--- src/rtl/iir_biquad_seq.sv ---
// Time-multiplexed direct-form-I biquad: one shared multiplier walks the five taps
// over five cycles, then floors to Q4.20, saturates and shifts the filter history.
module iir_biquad_seq #(
    parameter int DW   = 25,
    parameter int FRAC = 20
) (
    input  logic                 clk,
    input  logic                 rst_n,
    input  logic                 sample_valid,
    input  logic signed [DW-1:0] sample_in,
    input  logic                 clear,
    output logic [2:0]           sel,
    input  logic [DW:0]          coef_in,
    output logic signed [DW-1:0] y_out,
    output logic                 y_valid,
    output logic                 busy,
    output logic                 overrun
);

    localparam int PW = 2 * DW;      // Q8.40 product
    localparam int AW = PW + 3;      // headroom for five products
    localparam int RW = AW - FRAC;   // accumulator after the fraction shift

    localparam logic signed [RW-1:0] SAT_HI = RW'((64'sd1 <<< (DW - 1)) - 64'sd1);
    localparam logic signed [RW-1:0] SAT_LO = RW'(-(64'sd1 <<< (DW - 1)));

    localparam logic [2:0] SEL_IDLE = 3'b111;
    localparam logic [2:0] CNT_LAST = 3'd4;

    typedef enum logic [1:0] {
        S_IDLE,
        S_MAC,
        S_DONE
    } state_e;

    state_e               state_q;
    logic [2:0]           cnt_q;
    logic [2:0]           sel_q;
    logic signed [DW-1:0] x0_q, x1_q, x2_q;
    logic signed [DW-1:0] y1_q, y2_q;
    logic signed [DW-1:0] y_out_q;
    logic signed [AW-1:0] acc_q;
    logic                 y_valid_q;
    logic                 busy_q;
    logic                 overrun_q;

    logic signed [DW-1:0] coef_s;
    logic signed [DW-1:0] opnd_d;
    logic signed [PW-1:0] prod_d;
    logic signed [AW-1:0] prod_ext_d;
    logic signed [AW-1:0] acc_d;
    logic signed [RW-1:0] res_d;
    logic signed [DW-1:0] y_sat_d;
    logic                 unused_coef_msb;

    // Bit DW of the mux output carries no meaning for this filter.
    assign coef_s          = coef_in[DW-1:0];
    assign unused_coef_msb = coef_in[DW];

    always_comb begin
        // NOTE: every combinational output gets a default first so no path infers a latch.
        opnd_d = '0;
        case (cnt_q)
            3'd0:    opnd_d = y1_q;
            3'd1:    opnd_d = y2_q;
            3'd2:    opnd_d = x0_q;
            3'd3:    opnd_d = x1_q;
            3'd4:    opnd_d = x2_q;
            default: opnd_d = '0;
        endcase
    end

    assign prod_d     = PW'(coef_s) * PW'(opnd_d);
    assign prod_ext_d = {{(AW - PW){prod_d[PW-1]}}, prod_d};

    // Feedback taps (a1, a2) are subtracted, feed-forward taps added.
    always_comb begin
        acc_d = acc_q;
        if (cnt_q < 3'd2) begin
            acc_d = acc_q - prod_ext_d;
        end else begin
            acc_d = acc_q + prod_ext_d;
        end
    end

    assign res_d = RW'(acc_q >>> FRAC);

    always_comb begin
        y_sat_d = res_d[DW-1:0];
        if (res_d > SAT_HI) begin
            y_sat_d = SAT_HI[DW-1:0];
        end else if (res_d < SAT_LO) begin
            y_sat_d = SAT_LO[DW-1:0];
        end
    end

    always_ff @(posedge clk or negedge rst_n) begin
        if (!rst_n) begin
            // NOTE: history and accumulator are reset too, so a reset mid-sample leaves no trace.
            state_q   <= S_IDLE;
            cnt_q     <= '0;
            sel_q     <= SEL_IDLE;
            x0_q      <= '0;
            x1_q      <= '0;
            x2_q      <= '0;
            y1_q      <= '0;
            y2_q      <= '0;
            acc_q     <= '0;
            y_out_q   <= '0;
            y_valid_q <= 1'b0;
            busy_q    <= 1'b0;
            overrun_q <= 1'b0;
        end else begin
            // NOTE: non-blocking updates so every register sees the pre-edge values.
            y_valid_q <= 1'b0;
            overrun_q <= 1'b0;
            case (state_q)
                S_IDLE: begin
                    if (sample_valid) begin
                        x0_q    <= sample_in;
                        acc_q   <= '0;
                        cnt_q   <= '0;
                        sel_q   <= 3'd0;
                        busy_q  <= 1'b1;
                        state_q <= S_MAC;
                    end else if (clear) begin
                        x1_q <= '0;
                        x2_q <= '0;
                        y1_q <= '0;
                        y2_q <= '0;
                    end
                end

                S_MAC: begin
                    overrun_q <= sample_valid;
                    acc_q     <= acc_d;
                    if (cnt_q == CNT_LAST) begin
                        sel_q   <= SEL_IDLE;
                        state_q <= S_DONE;
                    end else begin
                        cnt_q <= cnt_q + 3'd1;
                        sel_q <= cnt_q + 3'd1;
                    end
                end

                S_DONE: begin
                    overrun_q <= sample_valid;
                    y_out_q   <= y_sat_d;
                    y_valid_q <= 1'b1;
                    x2_q      <= x1_q;
                    x1_q      <= x0_q;
                    y2_q      <= y1_q;
                    y1_q      <= y_sat_d;
                    busy_q    <= 1'b0;
                    state_q   <= S_IDLE;
                end

                default: begin
                    sel_q   <= SEL_IDLE;
                    busy_q  <= 1'b0;
                    state_q <= S_IDLE;
                end
            endcase
        end
    end

    assign sel     = sel_q;
    assign y_out   = y_out_q;
    assign y_valid = y_valid_q;
    assign busy    = busy_q;
    assign overrun = overrun_q;

endmodule

--- config.mk ---
export PLATFORM = sky130hd
export DESIGN_NAME = iir_biquad_seq
export DESIGN_NICKNAME = d
export VERILOG_FILES = /design/src/rtl/iir_biquad_seq.sv
export SDC_FILE = /design/constraint.sdc
export NUM_CORES = 2
export LEC_CHECK = 0
export ABC_AREA = 0
export CORE_MARGIN = 2
export CORE_UTILIZATION = 66
export DETAILED_ROUTE_END_ITERATION = 7
export GPL_TIMING_DRIVEN = 0
export PLACE_DENSITY_LB_ADDON = 0.08
export SLEW_MARGIN = 20
export SYNTH_ARGS = -nofsm -noshare
export SYNTH_HDL_FRONTEND = slang
export SYNTH_SLANG_ARGS = --single-unit
--- constraint.sdc ---
create_clock -name clk -period 15.4 [get_ports clk]
set_input_delay 1.54 -clock clk [delete_from_list [all_inputs] [get_ports clk]]
set_output_delay 1.54 -clock clk [all_outputs]
set_load 0.05 [all_outputs]
* Word level (Yosys, flattened, before mapping)
Cells that the tools add are included. Widths: inputs -> output; s select.
Word-level totals: logic and storage cells 69, input bits 55, output and inout port bits 31, register bits 214
Cells by class: eq/ne operators 11, $mul 1, add/sub/neg operators 3, reduce and logical (&&, ||, !) cells 12, order comparisons 3, bitwise operators 2, multiplexer cells 24
Operators with widths (number):
- $pmux 25 s2 | 4
- $pmux 25 s5 | 1
- $mux 53 | 2
- $pmux 53 s2 | 1
- $mux 25 | 4
- $add 53x50->53 | 1
- $sub 53x50->53 | 1
- $mul 25x25->50 | 1
- $gt 33x25->1 const B | 1
- $lt 33x25->1 const B | 1
- $ne 2x2->1 const B | 5
- $reduce_and 2->1 | 5
- $mux 3 | 3
- $pmux 3 s3 | 1
- $eq 3x2->1 const B | 2
- $pmux 3 s2 | 1
- $reduce_and 3->1 | 2
- $mux 2 | 2
- $pmux 2 s2 | 1
- $reduce_bool 2->1 | 2
- $add 3x1->3 const B | 1
- $eq 3x1->1 const B | 1
- $eq 3x3->1 const B | 1
- $logic_not 3->1 | 1
- 8 further kinds | 11

* Depth between registers and ports, before layout
depth in word-level cells 6, depth in mapped cells 51, mapped depth without buffers 47

* Worst setup path before layout
No wires, ideal clock.
path type register to register, from reg cnt_q[2], to reg acc_q[51], stages on the path, launching flop included 49, library setup time 0.126 ns, buffers on the path 4, setup slack 4.449 ns, arrival 10.825 ns, required time 15.274 ns, period minus slack after synthesis 10.951 ns, cells stage by stage dfrtp_1 -> clkbuf_1 -> inv_1 -> ha_1 -> clkbuf_1 -> clkbuf_1 -> a222oi_1 -> nand2_1 -> clkbuf_1 -> and2_1 -> fa_1 -> fa_1 -> inv_1 -> fa_1 -> fa_1 -> fa_1 -> inv_1 -> fa_1 -> [13 not listed] -> nand2_1 -> nor2_1 -> a21oi_1 -> xor2_1 -> ha_1 -> a21oi_1 -> o21ai_0 -> a21o_1 -> a21o_1 -> a21oi_1 -> o21bai_1 -> a211o_1 -> a2111o_1 -> a31oi_1 -> o21ai_1 -> a21oi_1 -> or4b_1 -> nand3_1
Between the ends: word-level cells in the longest chain between the ends 6, elaborated cells on any way between the ends 12, those cells by class add/sub: 2; mul: 1; order compare: 1; eq/ne: 4; mux: 3; reduce/logical: 1
Ends and longest elaborated chain:
- from (decl) | line 37 | logic [2:0] cnt_q;
- from (signal assigned) | line 141 | cnt_q <= cnt_q + 3'd1;
- $eq 3x3->1 (tied with other cells) | line 63 | case (cnt_q)
- $pmux 25 s5 | line 63
- $mul 25x25->50 | line 73 | assign prod_d = PW'(coef_s) * PW'(opnd_d);
- $add 53x50->53 / $sub 53x50->53 (equally long branches) | line 82, 80
- $mux 53 (*) | line 79 | if (cnt_q < 3'd2) begin
- $pmux 53 s2 (*) | line 117 | case (state_q)
- to (signal assigned) | line 108 | acc_q <= '0;
- to (signal assigned) | line 121 | acc_q <= '0;
- to (signal assigned) | line 136 | acc_q <= acc_d;
- to (decl) | line 42 | logic signed [AW-1:0] acc_q;
Every way passes the cells marked *; elsewhere a longest branch is shown, timed or not. A chain may end at the register's enable or synchronous reset.

* Worst setup path in the final report
Ends and elaborated chain as after synthesis.

==> results.toml <==
[finish]
nets = 5121
final_cell_mix = "725 x inv_1, 658 x fa_1, 626 x nand2_1"
nFillCells = 4347
multi_input_area_um2 = 27600
stdcell_count = 4924
drive_gt1_share_pct = 2.87
syn_to_final_growth_pct = 6.74
final-seq-area_um2 = 5360
final_common_cell = "inv_1"

[grt]
antenna_found_initial = 3
grt.overflow.total = 0
track_usage_pct = 40.3
grt_pass1_vias = 29248
grt_pass1_wl_mm = 172
grt_max_degree = 97

[logic_synthesis]
synth_top_cell_area_share_pct = 36.2
synth-edff-count = 0
yosys_register_bits = 214
seq_area_frac_synth_pct = 14.7
syn_area_um2 = 36400
ys_async_sr_fraction_pct = 100
ys.flop_type = "dfrtp_1"
yosysWarnings = 0
synth_cells = 4094
synth.largest_area_cell = "fa_1"
synth_area_leaders = "fa_1 36%, dfrtp_1 14%, inv_1 7.5%"
syn_area_per_cell_um2 = 8.90
ys_types = 95
syn-num-nets = 5013

[setup_path]
critPathMaxStageDelay_ns = 0.84
crit_path_end = "acc_q[51]$_DFFE_PN0P_"
critPathKind = "reg -> reg"
worstReg2RegEnd = "acc_q[51]$_DFFE_PN0P_"
end_kind = "flip-flop"
critical_path_required_ns = 15.80
rrSetupSlack_ns = 1.14
cp_max_fo = 10
cp_slowest_cell = "clkbuf_1"
r2r_cells = 49
cp.arrival_ns = 14.66
crit_path_start = "cnt_q[2]$_DFFE_PN0P_"
rr_startpoint = "cnt_q[2]$_DFFE_PN0P_"
cp_common_cell = "fa_1"
critPathLaunchType = "flip-flop"

[clock_network]
h-tree-depth = 1
tritoncts = "yes"
postCtsHoldBufs = 0
clock_latency_ns = 0.51
cts_sinks = 214
cts_made_buffers = 20
cts_resized = 0
clock-root-buffer = "clkbuf_16"
cts_setup_buffers = 0
clock_path_buffers = 3
clk_pin_slew_ns = 0.07

[timing]
hold_viol_final = 0
setup_viol = 0
fin_ws_ns = 1.14
rsz0062_at_grt = "false"
timing.slew.headroom_pct = 12.5
tns_ns = 0
slew_viol_final = 0
fin_crit_sh_pct = 92.6
post-route-min-period_ns = 14.26
worst_pin_slew_ns = 1.31
finClkSkew_ns = 0.0151
fmax_mhz = 70.1

[detailed_routing]
wl_mm = 111
via_count = 29443
via_per_inst = 5.98
first_iter_violations = 3120
drt_drc_violations_left = 0
drtAntennaViolNets = 0
detail_route.wl_per_cell_um = 22.6
drtPass1Iterations = 6

[placement]
dpl_worst_slack_ns = 1.61
dp_cells = 4884
io_buffers = 84
dp_hpwl_mm = 91.6
place_congestion = 1.01

[die]
std_cell_rows = 86
die_y_um = 239
start_util_pct = 66.4
io_pins = 86
die_x_um = 239
dieArea_um2 = 57100
core_area_um2 = 54900

[hold_path]
min_path_type = "reg -> reg"

[flow_run]
cap_violations = 0

[run_status]
run_status = "complete, no violations"
per-stage QoR:
step | cell area, µm² | hold WS, ns | utilization (%)
after floorplan | 36400 | 0.444 | -
after global placement | 38100 | 0.458 | 69.5
after detailed placement | 38200 | 0.466 | 69.6
after CTS | 38900 | 0.482 | 70.8
after global routing | 38900 | 0.505 | 70.8
final | 38900 | 0.484 | 70.9
cells in the mapped netlist, types with 8 or more instances:
| library cell | n |
|---|---|
| or3_1 | 15 |
| nand2_1 | 626 |
| clkbuf_1 | 186 |
| ha_1 | 205 |
| nor2b_1 | 18 |
| inv_1 | 725 |
| o21a_1 | 12 |
| xor2_1 | 49 |
| mux2_2 | 39 |
| nor2_1 | 103 |
| and3_1 | 21 |
| or2_2 | 12 |
| o21ai_0 | 248 |
| nor3_1 | 21 |
| xnor2_1 | 79 |
| o21bai_1 | 8 |
| o31ai_1 | 12 |
| a22o_1 | 9 |
| and2_1 | 328 |
| o21ai_1 | 15 |
| a211oi_1 | 11 |
| nand3_1 | 42 |
| fa_1 | 659 |
| a21oi_1 | 135 |
| a21o_1 | 65 |
| a31oi_1 | 22 |
| dfrtp_1 | 211 |
| nand4_1 | 23 |
| a22oi_1 | 26 |
| a222oi_1 | 13 |
| o211ai_1 | 11 |
| nand2b_1 | 21 |
sequential cells by signal, indices dropped and copies added (netlist names), 25 cells and up:
| register | cells |
|---|---|
| y_out | 25 |
| y1_q | 25 |
| y2_q | 25 |
| x1_q | 25 |
| x0_q | 25 |
| x2_q | 25 |
| acc_q | 53 |
cell type report:
| type | instances | share of cell area (%) |
|---|---|---|
| repair buffers | 86 | 2.32 |
| well taps | 704 | 2.27 |
| clock buffers | 26 | 1.43 |
| plain buffers | 194 | 1.90 |
| inverters | 725 | 7.00 |
| flip-flops and latches | 214 | 13.8 |
| multi-input cells | 2961 | 71.0 |
| diodes | 4 | 0.0257 |
| clock inverters | 10 | 0.270 |
layer usage:
| metal | up-vias | track usage, % | part of all wire, % |
|---|---|---|---|
| met2 | 1666 | 57.8 | 43 |
| met5 | - | 0 | 0.011 |
| met4 | 2 | 13.1 | 3.9 |
| met3 | 210 | 15.4 | 14 |
| met1 | 14554 | 56.5 | 39 |
| li1 | 13011 | - | - |
worst min path at each step:
stage                                    start                    to  slack [ns]  depth (start not counted)
after floorplan           x2_q[12]$_DFFE_PN0P_  x2_q[12]$_DFFE_PN0P_        0.44                          2
after global placement     x2_q[7]$_DFFE_PN0P_   x2_q[7]$_DFFE_PN0P_        0.46                          2
after detailed placement   x2_q[7]$_DFFE_PN0P_   x2_q[7]$_DFFE_PN0P_        0.47                          2
after CTS                  x2_q[7]$_DFFE_PN0P_   x2_q[7]$_DFFE_PN0P_        0.48                          2
after global routing       x2_q[7]$_DFFE_PN0P_   x2_q[7]$_DFFE_PN0P_        0.50                          2
final                      x2_q[3]$_DFFE_PN0P_   x2_q[3]$_DFFE_PN0P_        0.48                          2
worst max-delay path, delay by kind of cell, from the launching register on:
family | cells | cell delay (ns)
AO/OA/AOI/OAI | 17 | 3.72
XOR/XNOR | 1 | 0.47
adder cells (fa/ha/maj) | 10 | 4.42
buffers and inverters | 11 | 2.86
flip-flops | 1 | 0.40
AND/OR/NAND/NOR | 10 | 2.26
kinds of logic (layout without fill, tap and decap cells):
family / Yosys count / count (layout) / synth area share (%)
XOR/XNOR: 129 / 129 / 3.12
flip-flops: 214 / 214 / 14.7
multiplexers: 43 / 43 / 1.32
AND/OR/NAND/NOR: 1266 / 1266 / 16.8
AO/OA/AOI/OAI: 659 / 659 / 11.3
other: 0 / 4 / 0
buffers and inverters: 919 / 1041 / 9.50
adder cells (fa/ha/maj): 864 / 864 / 43.3
Power is left out: the tool's default activity adds up to more than one toggle a clock period on the data nets, which glitch-free logic cannot reach.
